$ cat config.mk
export PLATFORM = sky130hd
export DESIGN_NAME = fp_multiplier_sp
export DESIGN_NICKNAME = d
export VERILOG_FILES = /design/src/rtl/fp_sp_pkg.sv /design/src/rtl/fp_sp_unpack.sv /design/src/rtl/fp_multiplier_sp.sv
export SDC_FILE = /design/constraint.sdc
export NUM_CORES = 1
export LEC_CHECK = 0
export ABC_AREA = 1
export CORE_ASPECT_RATIO = 1.1
export CORE_MARGIN = 2
export CORE_UTILIZATION = 48
export DETAILED_ROUTE_END_ITERATION = 10
export GPL_ROUTABILITY_DRIVEN = 0
export HOLD_SLACK_MARGIN = 0.15
export PLACE_DENSITY = 0.79
export SLEW_MARGIN = 5
export SYNTH_ARGS = -nofsm -noshare
export SYNTH_HDL_FRONTEND = slang
export SYNTH_SLANG_ARGS = --single-unit
export TNS_END_PERCENT = 20
$ cat constraint.sdc
create_clock -name clk -period 4.05 [get_ports clk]
set_input_delay 1.0125 -clock clk [delete_from_list [all_inputs] [get_ports clk]]
set_output_delay 1.0125 -clock clk [all_outputs]
set_load 0.1 [all_outputs]
$ cat src/rtl/fp_sp_pkg.sv
// Shared single-precision definitions for the FP multiplier and divider.
// Operand classes, FSM states and the unpacked-operand record live here.
package fp_sp_pkg;

  localparam int unsigned EXP_W    = 8;
  localparam int unsigned MAN_W    = 23;
  localparam int          EXP_BIAS = 127;
  localparam logic [31:0] QNAN     = 32'h7FC0_0000;
  localparam logic [31:0] POS_INF  = 32'h7F80_0000;

  typedef enum logic [2:0] {
    CLS_ZERO,
    CLS_SUB,
    CLS_NORM,
    CLS_INF,
    CLS_NAN
  } op_class_t;

  typedef enum logic [2:0] {
    ST_IDLE,
    ST_UNPACK,
    ST_MULT,
    ST_NORM,
    ST_ROUND,
    ST_DONE
  } fsm_state_t;

  typedef enum logic [1:0] {
    SPC_NONE,
    SPC_NAN,
    SPC_INF,
    SPC_ZERO
  } special_t;

  // exp is the unbiased exponent, two's complement
  typedef struct packed {
    logic      sign;
    logic [9:0] exp;
    logic [23:0] mant;
    op_class_t cls;
  } unpacked_op_t;

  function automatic logic [4:0] lzc24(input logic [23:0] v);
    lzc24 = 5'd24;
    for (int unsigned i = 0; i < 24; i++) begin
      if (v[i]) lzc24 = 5'(23 - i);
    end
  endfunction

endpackage

$ cat src/rtl/fp_sp_unpack.sv
// Combinational operand unpack: field split, classification and subnormal
// normalisation (FP_MUL_SUBNORMAL_EN; otherwise subnormals read as zero).
module fp_sp_unpack
  import fp_sp_pkg::*;
(
  input  logic [31:0]  op,
  output unpacked_op_t u
);

  logic [7:0]  e;
  logic [22:0] frac;

  assign e    = op[30:23];
  assign frac = op[22:0];

`ifdef FP_MUL_SUBNORMAL_EN
  logic [4:0] lz;
  assign lz = lzc24({1'b0, frac});
`endif

  always_comb begin
    u.sign = op[31];
    u.exp  = '0;
    u.mant = '0;
    u.cls  = CLS_ZERO;
    if (e == 8'hFF) begin
      u.cls = (frac != '0) ? CLS_NAN : CLS_INF;
    end else if (e != 8'h00) begin
      u.cls  = CLS_NORM;
      u.exp  = {2'b00, e} - 10'd127;
      u.mant = {1'b1, frac};
    end else if (frac != '0) begin
`ifdef FP_MUL_SUBNORMAL_EN
      u.cls  = CLS_SUB;
      u.exp  = 10'h382 - {5'b0, lz};
      u.mant = {1'b0, frac} << lz;
`else
      u.cls  = CLS_ZERO;
`endif
    end
  end

endmodule

$ cat src/rtl/fp_multiplier_sp.sv
// Sequential IEEE-754 single-precision multiplier, shift-add mantissa, RNE.
// Subnormal support is enabled by defining FP_MUL_SUBNORMAL_EN.
module fp_multiplier_sp
  import fp_sp_pkg::*;
#(
  parameter int unsigned K         = 1,
  parameter logic [31:0] CANON_NAN = 32'h7FC0_0000
) (
  input  logic        clk,
  input  logic        reset,
  input  logic        start,
  input  logic [31:0] OP1,
  input  logic [31:0] OP2,
  output logic [31:0] product,
  output logic        NAN,
  output logic        INF,
  output logic        ZERO,
  output logic        subnormal,
  output logic        busy,
  output logic        done
);

  if (!(K == 1 || K == 2 || K == 4)) begin : g_bad_k
    $error("fp_multiplier_sp: K must be 1, 2 or 4");
  end

  localparam logic [4:0] LAST = 5'(24 / K - 1);

  fsm_state_t   state;
  logic [31:0]  op_a, op_b;
  unpacked_op_t ua, ub;
  special_t     spc;
  logic         sign;
  logic [9:0]   exp_sum;
  logic [23:0]  ma;
  logic [47:0]  acc;
  logic [4:0]   cnt;
  logic [23:0]  mant;
  logic         g, st;

  fp_sp_unpack u_unpack_a (.op(op_a), .u(ua));
  fp_sp_unpack u_unpack_b (.op(op_b), .u(ub));

  // acc low half starts as the multiplier; each step consumes its LSB
  function automatic logic [47:0] mult_step(input logic [47:0] a, input logic [23:0] m);
    logic [24:0] hi;
    for (int unsigned i = 0; i < K; i++) begin
      hi = {1'b0, a[47:24]} + (a[0] ? {1'b0, m} : 25'd0);
      a  = {hi, a[23:1]};
    end
    return a;
  endfunction

  logic [31:0]        r_prod;
  logic               r_nan, r_inf, r_zero, r_sub;
  logic signed [10:0] biased, b2;
  logic               up;
  logic [24:0]        m_r;
  logic [23:0]        mfin;

`ifdef FP_MUL_SUBNORMAL_EN
  logic signed [10:0] sh;
  logic [25:0]        ext, shifted, mask;
  logic               lost, sg, ss, sup;
  logic [23:0]        sfrac;
`endif

  always_comb begin
    r_prod = '0;
    r_nan  = 1'b0;
    r_inf  = 1'b0;
    r_zero = 1'b0;
    r_sub  = 1'b0;
    biased = $signed({exp_sum[9], exp_sum}) + 11'sd127;
    up     = g & (st | mant[0]);
    m_r    = {1'b0, mant} + {24'd0, up};
    mfin   = m_r[24] ? m_r[24:1] : m_r[23:0];
    b2     = m_r[24] ? biased + 11'sd1 : biased;
`ifdef FP_MUL_SUBNORMAL_EN
    sh      = 11'sd1 - biased;
    ext     = {mant, g, st};
    shifted = '0;
    mask    = '0;
    lost    = 1'b0;
    sg      = 1'b0;
    ss      = 1'b0;
    sup     = 1'b0;
    sfrac   = '0;
`endif
    if (spc == SPC_NAN) begin
      r_prod = CANON_NAN;
      r_nan  = 1'b1;
    end else if (spc == SPC_INF) begin
      r_prod = POS_INF | {sign, 31'd0};
      r_inf  = 1'b1;
    end else if (spc == SPC_ZERO) begin
      r_prod = {sign, 31'd0};
      r_zero = 1'b1;
    end else if (biased < 11'sd1) begin
`ifdef FP_MUL_SUBNORMAL_EN
      // denormalise with sticky; a carry into bit 23 lands in the exponent field
      if (sh > 11'sd26) begin
        lost = |ext;
      end else begin
        shifted = ext >> sh[4:0];
        mask    = (26'd1 << sh[4:0]) - 26'd1;
        lost    = |(ext & mask);
      end
      sg     = shifted[1];
      ss     = shifted[0] | lost;
      sup    = sg & (ss | shifted[2]);
      sfrac  = shifted[25:2] + {23'd0, sup};
      r_prod = {sign, 7'd0, sfrac};
      r_zero = (sfrac == '0);
      r_sub  = (sfrac != '0) && !sfrac[23];
`else
      r_prod = {sign, 31'd0};
      r_zero = 1'b1;
`endif
    end else if (b2 >= 11'sd255) begin
      r_prod = POS_INF | {sign, 31'd0};
      r_inf  = 1'b1;
    end else begin
      r_prod = {sign, b2[7:0], mfin[22:0]};
    end
  end

`ifdef FP_MUL_SUBNORMAL_EN
  logic sub_q;
  assign subnormal = sub_q;
`else
  assign subnormal = 1'b0;
`endif

  always_ff @(posedge clk or negedge reset) begin
    if (!reset) begin
      state   <= ST_IDLE;
      op_a    <= '0;
      op_b    <= '0;
      spc     <= SPC_NONE;
      sign    <= 1'b0;
      exp_sum <= '0;
      ma      <= '0;
      acc     <= '0;
      cnt     <= '0;
      mant    <= '0;
      g       <= 1'b0;
      st      <= 1'b0;
      product <= '0;
      NAN     <= 1'b0;
      INF     <= 1'b0;
      ZERO    <= 1'b0;
`ifdef FP_MUL_SUBNORMAL_EN
      sub_q   <= 1'b0;
`endif
      busy    <= 1'b0;
      done    <= 1'b0;
    end else begin
      case (state)
        ST_IDLE: begin
          if (start) begin
            op_a  <= OP1;
            op_b  <= OP2;
            busy  <= 1'b1;
            state <= ST_UNPACK;
          end
        end
        ST_UNPACK: begin
          sign    <= ua.sign ^ ub.sign;
          exp_sum <= ua.exp + ub.exp;
          ma      <= ua.mant;
          acc     <= {24'd0, ub.mant};
          cnt     <= '0;
          if (ua.cls == CLS_NAN || ub.cls == CLS_NAN ||
              (ua.cls == CLS_INF && ub.cls == CLS_ZERO) ||
              (ua.cls == CLS_ZERO && ub.cls == CLS_INF))
            spc <= SPC_NAN;
          else if (ua.cls == CLS_INF || ub.cls == CLS_INF)
            spc <= SPC_INF;
          else if (ua.cls == CLS_ZERO || ub.cls == CLS_ZERO)
            spc <= SPC_ZERO;
          else
            spc <= SPC_NONE;
          state <= ST_MULT;
        end
        ST_MULT: begin
          acc <= mult_step(acc, ma);
          cnt <= cnt + 5'd1;
          if (cnt == LAST) state <= ST_NORM;
        end
        ST_NORM: begin
          if (acc[47]) begin
            mant    <= acc[47:24];
            g       <= acc[23];
            st      <= |acc[22:0];
            exp_sum <= exp_sum + 10'd1;
          end else begin
            mant <= acc[46:23];
            g    <= acc[22];
            st   <= |acc[21:0];
          end
          state <= ST_ROUND;
        end
        ST_ROUND: begin
          product <= r_prod;
          NAN     <= r_nan;
          INF     <= r_inf;
          ZERO    <= r_zero;
`ifdef FP_MUL_SUBNORMAL_EN
          sub_q   <= r_sub;
`endif
          busy    <= 1'b0;
          done    <= 1'b1;
          state   <= ST_DONE;
        end
        ST_DONE: begin
          done  <= 1'b0;
          state <= ST_IDLE;
        end
        default: state <= ST_IDLE;
      endcase
    end
  end

`ifndef FP_MUL_SUBNORMAL_EN
  logic unused_sub;
  assign unused_sub = r_sub;
`endif

endmodule
==> results.cfg, run 1 <==
[status]
run_status = finished, final reports clean

[synth]
yosysTopAreaCellShare_pct = 43.9
synth_area_leaders = dfrtp_1 44%, nand2_1 12%, inv_1 6.9%
synth_fa_ha_area_share_pct = 4.51
synth_xor_area_share_pct = 1.95
synth-compound-area-share_pct = 16.1
avgSynthCellArea_sq_um = 7.57
yosys.area.top_type = dfrtp_1
ys_warn_count = 0
muxShareOfSynthArea_pct = 0.359
synth_area_sq_um = 12500
syn_nets = 1768
synthSimpleGateAreaFrac_pct = 23.9
syn-instance-count = 1657
synth_top_family_by_area = simple AND/OR/NAND/NOR gates
ys_types = 56
ys_ff_latch = 220
ys_seq_area_share_pct = 43.9

[detailed_routing]
postRouteAntennaNets = 0
vias = 11100
dr.pass1.iters = 7
drt_iter0_markers = 721
drt_drc_violations_left = 0
drt_wl_total_microns = 29500
avgViaCountPerCell = 5.26
routedWlPerCell_microns = 14.0

[critical_path]
worst-endpoint-arrival_ns = 3.82
path_delay_family = simple AND/OR/NAND/NOR gates
critPathKind = reg -> reg
r2r_start = op_a[23]$_DFFE_PN0P_
crit_top_cell = nand2_1
rrSetupSlack_ns = 0.68
cp-start-kind = flop
critPathBufInv = 2
worst_r2r_path_depth = 22
crit_chain = ha_1 -> nand3_1 -> nor2_1 -> inv_1 -> nor3_1 -> inv_1 -> nor2_1 -> nor2_1 -> o21ai_0 -> a21oi_1 -> ha_1 -> nand3_1 -> nand2_1 -> nand2_1 -> nand2_1 -> a21oi_1 -> nor2_1 -> o21ai_0 -> nand2_1 -> nand2_1 -> nand3_1 -> a21oi_1
worst_r2r_endpoint = exp_sum[8]$_DFFE_PN0P_
worstPathRequired_ns = 4.51
cp_max_fo = 6
cp-end-kind = flop
slowest_delay_ns = 0.39
cpMaxStageDelayCell = dfrtp_1

[timing]
clock_skew_ns = 0.0164
setup_viol = 0
period_minus_slack_ns = 3.37
finalWorstSetupSlack_ns = 0.683
post-route-period-util_pct = 83.1
worst_slew_pin_slew_ns = 1.03
max_freq_mhz = 297
rsz0062_at_grt = false
finalSetupTns_ns = 0
maxSlewHeadroom_pct = 31.0
finalHoldViolCount = 0
slew_viol_final = 0

[global_route]
antenna_found_initial = 0
gr-total-overflow = 0
gr-usage-all-layers_pct = 21.8
grt_pass1_wl_microns = 49900
grt_pass1_vias = 10400
grt_max_degree = 74

[placement]
place_hpwl_microns = 21800
port_buffers = 103
dp_slack_ns = 0.772

[pwr]
total_power_mw = 12.6
leakage_nw = 7.20
peakVddDrop_v = 0.000553
powerDensity_nw_per_um2 = 851

[min_path]
whs_path_depth = 2
holdPathEnd = product[9]$_DFFE_PN0P_
worstHoldStart = product[9]$_DFFE_PN0P_
timing.hold.worst.class = reg -> reg

[clock_network]
cts.path.max_buffers = 3
clock-sinks = 220
hold_buffers = 0
post-cts-setup-buffers = 0
htree_levels = 1
root_buffer = clkbuf_16
clock_latency_ns = 0.53
clk_pin_slew_worst_paths_ns = 0.06
cts_made_buffers = 25
cts_tree = done
cts.repair.resized = 0

[die]
rows = 62
die_area_sq_um = 27400
initial_utilization_pct = 48.4
die_w_microns = 158
io_pins = 105
core_area_sq_um = 25900
die_h_microns = 174

[finish]
antenna_cells = 0
n_fill_cell = 2387
num-nets-final = 1851
register_area_sq_um = 5510
synthToLayoutAreaGrowth_pct = 17.6
multi_input_area_sq_um = 5900
final_common_cell = nand2_1
layout_common_cells = 387 x nand2_1, 231 x inv_1, 220 x dfrtp_1
drive_above_1_share_pct = 5.80

[run]
cap_viol_max_count = 0
stage by stage:
stage,instance area [sq um],instances,utilization (%),hold WS (ns)
after global placement,13900,2065,53.6,0.464
final,14700,2111,56.9,0.480
after CTS,14700,2111,56.9,0.484
after global routing,14700,2111,56.9,0.493
after detailed placement,13900,2065,53.6,0.469
after floorplan,12500,1657,-,0.450
worst register-to-register path: stages (launching register included):
cell and delay (ns):
dfrtp_1 0.39, ha_1 0.21, nand3_1 0.11, nor2_1 0.10, inv_1 0.06, nor3_1 0.23, inv_1 0.10, nor2_1 0.29
nor2_1 0.14, o21ai_0 0.12, a21oi_1 0.07, ha_1 0.36, nand3_1 0.12, nand2_1 0.09, nand2_1 0.07, nand2_1 0.05
a21oi_1 0.16, nor2_1 0.07, o21ai_0 0.21, nand2_1 0.08, nand2_1 0.06, nand3_1 0.07, a21oi_1 0.13
synth_stat cells (all sizes together):
master   instances
a41oi            1
nor3            45
nand3           47
a2111oi          1
mux2             4
a31oi           14
fa               2
a22o             2
a32oi            1
o21bai           4
xnor2            5
a311oi           1
o21a             1
clkinv           1
conb             1
or2              4
nand3b           2
dfrtp          220
nand2          395
a21oi          133
a211oi           1
buf             10
a22oi            3
o22ai           10
nand4           26
nor4            10
clkbuf          49
o21ai          128
o32ai            2
xor2            22
o211ai          20
a21boi           3
ha              42
o31ai            1
o221ai          23
a21o             1
nor2           184
and2             3
inv            235
layer usage:
| metal | vias up | part of all wire (%) | wire (microns) | GRT usage (%) |
|---|---|---|---|---|
| met2 | 301 | 47 | 14000 | 35.5 |
| met1 | 5137 | 46 | 13500 | 30.8 |
| li1 | 5607 | - | - | - |
| met3 | 53 | 4.8 | 1400 | 2.57 |
| met5 | - | 0 | 0 | 0 |
| met4 | 0 | 2.4 | 694 | 6.31 |
power by group:
part / switching (mW) / internal (mW)
combinational: 4.29 / 2.01
sequential: 0.707 / 3.18
clock: 0.930 / 1.44
worst max path at each step:
stage | from | cells after the start | slack (ns) | end
3_5_place_dp | op_a[23]$_DFFE_PN0P_ | 21 | 0.77 | exp_sum[8]$_DFFE_PN0P_
4_1_cts | op_a[23]$_DFFE_PN0P_ | 22 | 0.75 | exp_sum[8]$_DFFE_PN0P_
5_1_grt | op_b[23]$_DFFE_PN0P_ | 27 | 0.23 | exp_sum[8]$_DFFE_PN0P_
6_report | op_a[23]$_DFFE_PN0P_ | 22 | 0.68 | exp_sum[8]$_DFFE_PN0P_
2_1_floorplan | op_a[23]$_DFFE_PN0P_ | 22 | 1.20 | exp_sum[8]$_DFFE_PN0P_
3_3_place_gp | op_a[23]$_DFFE_PN0P_ | 19 | 0.93 | exp_sum[8]$_DFFE_PN0P_
state kept, by name (all words and copies together) (netlist names):
signal	flops
op_b	32
NAN	1
ma	24
sign	1
ZERO	1
exp_sum	10
op_a	32
g	1
product	32
cnt	5
done	1
busy	1
acc	48
state	3
INF	1
st	1
spc	2
mant	24
final cells by class:
cell class	count	area share [%]
well taps	352	2.99
clock inverters	16	1.38
clock buffers	30	4.50
repair buffers	115	7.80
multi-input cells	1142	40.0
inverters	236	6.01
flip-flops and latches	220	37.3
cells by family after synthesis:
family	after synthesis
simple gates	716
compound gates	350
buf+inv	295
flops	220
fa+ha+maj	44
xor+xnor	27
mux	4
other cells	1
No activity file was read; power rests on OpenSTA's default activity.
==> run 2, diff against run 1 <==
- PLACE_DENSITY: 0.79 -> 0.82
- clock period: 4.05 -> 2.99 ns (I/O delays scaled with it)
==> results.cfg, run 2 (synthesis results as in run 1) <==
[die]
rows = 62
die_w_microns = 158
die_h_microns = 174
die_area_sq_um = 27400
core_area_sq_um = 25900
io_pins = 105
initial_utilization_pct = 48.4

[critical_path]
crit_top_cell = nand2_1
worstPathRequired_ns = 3.44
crit_chain = ha_2 -> nand2_1 -> nor2_1 -> inv_1 -> nor2_2 -> inv_2 -> nor3_4 -> nand2_2 -> inv_2 -> nor2_4 -> o21ai_1 -> a21oi_1 -> ha_1 -> nand3_1 -> nand2_1 -> nand2_1 -> nand2_1 -> a21oi_2 -> nor2_2 -> o21ai_2 -> nand2_1 -> nand2_1 -> nand3_1 -> a21oi_1
critPathBufInv = 3
cp-start-kind = flop
cpMaxStageDelayCell = ha_1
cp_max_fo = 5
critPathKind = reg -> reg
slowest_delay_ns = 0.37
path_delay_family = simple AND/OR/NAND/NOR gates
cp-end-kind = flop
worst-endpoint-arrival_ns = 3.41

[pwr]
peakVddDrop_v = 0.000670
p_clk_share_pct = 16.5
p_int_mw = 8.94
combPwrFrac_pct = 52.9
powerDensity_nw_per_um2 = 1150
leakage_nw = 7.36
p_seq_share_pct = 30.6
switching_share_pct = 47.7
p_sw_mw = 8.17

[finish]
design_area_sq_um = 14800
final_core_util_pct = 57.3
fin_cells = 2138
largest_reg_flops = 48
antenna_cells = 0
drive_above_1_share_pct = 9.91
layout_common_cells = 385 x nand2_1, 227 x inv_1, 220 x dfrtp_1
synthToLayoutAreaGrowth_pct = 18.3
n_fill_cell = 2373
final_common_cell = nand2_1
num-nets-final = 1882
top_register = acc

[detailed_routing]
top_layer = met4
avgViaCountPerCell = 5.27
dr.pass1.iters = 5
wl_met3_microns = 1790
drt_wl_total_microns = 30000
vias = 11300
drt_drc_violations_left = 0
routedWlPerCell_microns = 14.0
drt-met1-wl_microns = 13500
postRouteAntennaNets = 0
drt_iter0_markers = 906
wl_met2_microns = 13900

[timing]
max_freq_mhz = 338
slew_viol_final = 0
post-route-period-util_pct = 98.9
maxSlewHeadroom_pct = 45.5
worst_slew_pin_slew_ns = 0.815
finalHoldViolCount = 0
finalSetupTns_ns = 0
period_minus_slack_ns = 2.96
clock_skew_ns = 0.0187
rsz0062_at_grt = true
setup_viol = 0
whs_ns = 0.158

[global_route]
grt_max_degree = 81
grt_pass1_wl_microns = 49700
grt_pass1_vias = 10600
antenna_found_initial = 0
gr-usage-all-layers_pct = 21.7
gr-total-overflow = 0

[status]
run_status = finished, final reports clean

[placement]
placed_area_sq_um = 14000
placed_cells = 2090
place_hpwl_microns = 22200
port_buffers = 103

[clock_network]
clock_latency_ns = 0.53
clock-sinks = 220
cts_made_buffers = 24
htree_levels = 1
clk_pin_slew_worst_paths_ns = 0.06
cts_tree = done
root_buffer = clkbuf_16
hold_buffers = 0
cts.path.max_buffers = 3

[run]
cap_viol_max_count = 0

[min_path]
timing.hold.worst.class = in -> async
-- run 2: changes by cell type in the layout (fill, tap and decap cells not counted), moves of 5 or more --
cell,before,now
buf_4,10,78
clkbuf_1,3,10
clkdlybuf4s50_1,102,65
nor2_1,175,170
-- run 2: power groups by stage --
stage | registers [mW] | clock network, mW | logic [mW]
after floorplan | 6.10 | 0 | 5.60
after detailed placement | 5.25 | 0 | 8.61
after CTS | 5.21 | 2.87 | 8.68
final | 5.24 | 2.83 | 9.04
after global placement | 5.17 | 0 | 8.31
after global routing | 5.40 | 2.98 | 10.1
-- run 2: timing repair --
action                     CTS  global route
cloned                       0             1
pin swaps                    0            13
setup endpoints to repair    2            38
buffers inserted             0             6
resized for setup            4            22
-- run 2: final cells by class --
class / count / area (sq um) / area share [%]
well taps: 352 / 440 / 2.97
inverters: 236 / 886 / 5.97
clock buffers: 37 / 691 / 4.65
repair buffers: 146 / 1290 / 8.69
clock inverters: 4 / 48.8 / 0.329
multi-input cells: 1143 / 5980 / 40.3
flip-flops and latches: 220 / 5510 / 37.1
-- run 2: worst paths after layout --
path                                          from  slack [ns]  cells after the start                       to
max                           op_b[24]$_DFFE_PN0P_        0.03                     24   exp_sum[8]$_DFFE_PN0P_
min                                          reset        0.16                      1      op_b[5]$_DFFE_PN0P_
max reg2reg                   op_b[24]$_DFFE_PN0P_        0.03                     24   exp_sum[8]$_DFFE_PN0P_
min reg2reg                product[14]$_DFFE_PN0P_        0.48                      2  product[14]$_DFFE_PN0P_
max in group asynchronous                    reset        2.05                      2  product[15]$_DFFE_PN0P_
min in group clk           product[14]$_DFFE_PN0P_        0.48                      2  product[14]$_DFFE_PN0P_
-- run 2: per-stage QoR --
stage          power, mW  setup slack [ns]
4_1_cts             16.8           0.00580
3_5_place_dp        13.9            -0.115
6_report            17.1            0.0325
2_1_floorplan       11.7             0.139
3_3_place_gp        13.5             0.104
5_1_grt             18.4            -0.231
-- run 2: worst reg2reg max path, delay by kind of cell, from the launching register on --
kind | cells | cell delay [ns]
AO/OA/AOI/OAI | 5 | 0.60
adder cells (fa/ha/maj) | 2 | 0.56
flip-flops | 1 | 0.36
buffers and inverters | 3 | 0.21
AND/OR/NAND/NOR | 14 | 1.16
-- run 2: per-layer routing --
metal | vias up | global-route usage (%)
met4 | 0 | 6.83
met2 | 343 | 35.4
li1 | 5662 | -
met1 | 5211 | 30.3
met5 | - | 0
met3 | 61 | 2.43
==> run 3, diff against run 2 <==
- ABC_AREA: 1 -> unset
==> results.cfg, run 3 <==
[placement]
place_hpwl_microns = 21400
placed_area_sq_um = 13800
port_buffers = 103

[global_route]
grt_pass1_wl_microns = 50000
grt_pass1_vias = 10100
antenna_found_initial = 0
grt_use_met2_pct = 39.1
gr-total-overflow = 0
grt_max_degree = 67
gr-usage-all-layers_pct = 22.9
grt_use_met3_pct = 2.85
grt_util_met1_pct = 30.1
gr-max-usage-layer = met2

[synth]
yosys.area.top_type = dfrtp_1
ys.flop_type = dfrtp_1
ys_warn_count = 0
ys_ff_latch = 220
synth_area_leaders = dfrtp_1 46%, mux2_2 5.6%, nand2_1 5.3%
synthArstFlopShare_pct = 100
yosys-top-cells-count = 220 x dfrtp_1, 169 x nand2_1, 115 x o21ai_0
ys_seq_area_share_pct = 45.6
synth-edff-count = 0
synth_area_sq_um = 12100
avgSynthCellArea_sq_um = 9.67
syn_nets = 1360
ys_types = 73
yosysTopAreaCellShare_pct = 45.6
syn-instance-count = 1249
yosysMostFrequentCell = dfrtp_1

[critical_path]
worst_r2r_path_depth = 16
crit_chain = and3_4 -> and2_4 -> nand4_1 -> nand2_2 -> nor2_2 -> ha_2 -> inv_1 -> fa_2 -> nor2b_1 -> o21ai_1 -> a21boi_1 -> o21ai_1 -> a21boi_1 -> o21a_1 -> o2111ai_1 -> nor3b_2
cp-endpoint = exp_sum[8]$_DFFE_PN0P_
worst-endpoint-arrival_ns = 3.37
cp-start-kind = flop
crit_start = op_a[27]$_DFFE_PN0P_
cp-end-kind = flop
cp_max_fo = 4
rrSetupSlack_ns = 0.03
worstPathRequired_ns = 3.40
critPathKind = reg -> reg
r2r_start = op_a[27]$_DFFE_PN0P_
cpMaxStageDelayCell = dfrtp_1
slowest_delay_ns = 0.41
worst_r2r_endpoint = exp_sum[8]$_DFFE_PN0P_

[clock_network]
cts.path.max_buffers = 3
root_buffer = clkbuf_16
clk_pin_slew_worst_paths_ns = 0.07
clock-sinks = 220
htree_levels = 1
cts_tree = done
hold_buffers = 0
clock_latency_ns = 0.52
cts_made_buffers = 24

[timing]
setup_viol = 0
post-route-period-util_pct = 99.0
whs_ns = 0.172
finalHoldViolCount = 0
clock_skew_ns = 0.0164
rsz0062_at_grt = true
slew_viol_final = 0
period_minus_slack_ns = 2.96
maxSlewHeadroom_pct = 35.5
worst_slew_pin_slew_ns = 0.943
max_freq_mhz = 338

[finish]
num-nets-final = 1521
design_area_sq_um = 14900
largest_reg_flops = 48
top_register = acc
synthToLayoutAreaGrowth_pct = 23.6
final_common_cell = dfrtp_1
drive_above_1_share_pct = 21.5
layout_common_cells = 218 x dfrtp_1, 165 x nand2_1, 128 x buf_4
antenna_cells = 0

[die]
core_area_sq_um = 24600
die_h_microns = 170
io_pins = 105
die_area_sq_um = 26400
die_w_microns = 155
initial_utilization_pct = 49.0
rows = 60

[min_path]
timing.hold.worst.class = in -> async

[run]
cap_viol_max_count = 0

[detailed_routing]
dr.pass1.iters = 9
avgViaCountPerCell = 5.88
drt_drc_violations_left = 0
vias = 10200
postRouteAntennaNets = 0
drt_wl_total_microns = 30100
routedWlPerCell_microns = 17.3
drt_iter0_markers = 931

[pwr]
powerDensity_nw_per_um2 = 1140
leakage_nw = 6.65
peakVddDrop_v = 0.000785

[status]
run_status = finished, final reports clean
run 3: cell types whose count changed after synthesis, moves of 16 or more:
cell,before,now
mux2_2,4,60
a21oi_1,124,47
a222oi_1,0,23
o221ai_1,23,3
a22o_1,2,18
and2_1,2,30
nand2_1,387,169
nor3_1,44,23
mux2i_1,0,26
nor2_1,175,66
xnor2_1,5,36
inv_1,231,51
o211ai_1,20,1
run 3: area by class of cell:
cell class | instances | area, sq um
Fill cell | 2005 | 9690
Multi-Input combinational cell | 915 | 6370
Sequential cell | 220 | 5510
Timing Repair Buffer | 198 | 1700
Clock buffer | 30 | 673
Tap cell | 310 | 388
Inverter | 51 | 191
Clock inverter | 12 | 105
run 3: how the worst min path moves through the flow:
| stage | start | end | slack, ns | cells past startpoint |
|---|---|---|---|---|
| floorplan | ma[23]$_DFFE_PN0P_ | ma[23]$_DFFE_PN0P_ | 0.44 | 2 |
| global placement | product[31]$_DFFE_PN0P_ | product[31]$_DFFE_PN0P_ | 0.45 | 2 |
| detailed placement | ma[23]$_DFFE_PN0P_ | ma[23]$_DFFE_PN0P_ | 0.46 | 2 |
| CTS | reset | op_a[0]$_DFFE_PN0P_ | 0.18 | 1 |
| global route | reset | op_a[6]$_DFFE_PN0P_ | 0.20 | 1 |
| finish | reset | op_a[0]$_DFFE_PN0P_ | 0.17 | 1 |
run 3: timing repair:
action,in CTS,in global routing
pin swaps,9,17
buffers inserted,4,11
cloned,1,0
resized for setup,17,29
hold endpoints to repair,0,0
setup endpoints to repair,15,43
run 3: routing by layer:
| layer | wire [microns] | vias up |
|---|---|---|
| li1 | - | 4841 |
| met1 | 12700 | 4910 |
| met2 | 14500 | 374 |
| met3 | 1810 | 85 |
| met4 | 1050 | 0 |
| met5 | 0 | - |
run 3: power breakdown:
part,switching (mW),total (mW),internal (mW),leakage [nW]
Combinational,5.19,8.70,3.51,3.51
Clock,1.21,2.89,1.68,0.386
Sequential,1.19,5.44,4.25,2.76
Total,7.59,17.0,9.45,6.65
run 3: cell families (layout without fill, tap and decap cells):
logic type                 count (synthesis)  count (layout)  share of synthesized area, %
adders and majority gates                 44              44                          4.68
and+or+nand+nor                          421             422                          17.1
DFF                                      220             220                          45.6
xor gates and xnor gates                  64              64                          4.64
other                                      1               1                        0.0311
buffers and inverters                    115             291                          3.70
AOI/OAI and AO/OA                        298             298                          16.5
muxes                                     86              86                          7.75
run 3: critical path, delay by kind of cell, from the launching register on:
family          cells  cell delay (ns)
flops               1             0.41
fa+ha+maj           2             0.55
simple gates        7             1.00
compound gates      6             0.83
buf+inv             1             0.05
run 3: per-stage QoR:
| stage | setup TNS (ns) | utilization (%) | power, mW | setup slack (ns) | std cells |
|---|---|---|---|---|---|
| final | 0 | 60.6 | 17.0 | 0.0300 | 1736 |
| after global routing | -0.385 | 60.6 | 18.2 | -0.185 | 1736 |
| after CTS | 0 | 59.9 | 16.7 | 0.00406 | 1725 |
| after detailed placement | -0.393 | 56.2 | 13.6 | -0.0901 | 1678 |
| after global placement | 0 | 56.2 | 13.2 | 0.0301 | 1678 |
| after floorplan | -0.0179 | - | 11.2 | -0.0179 | 1249 |
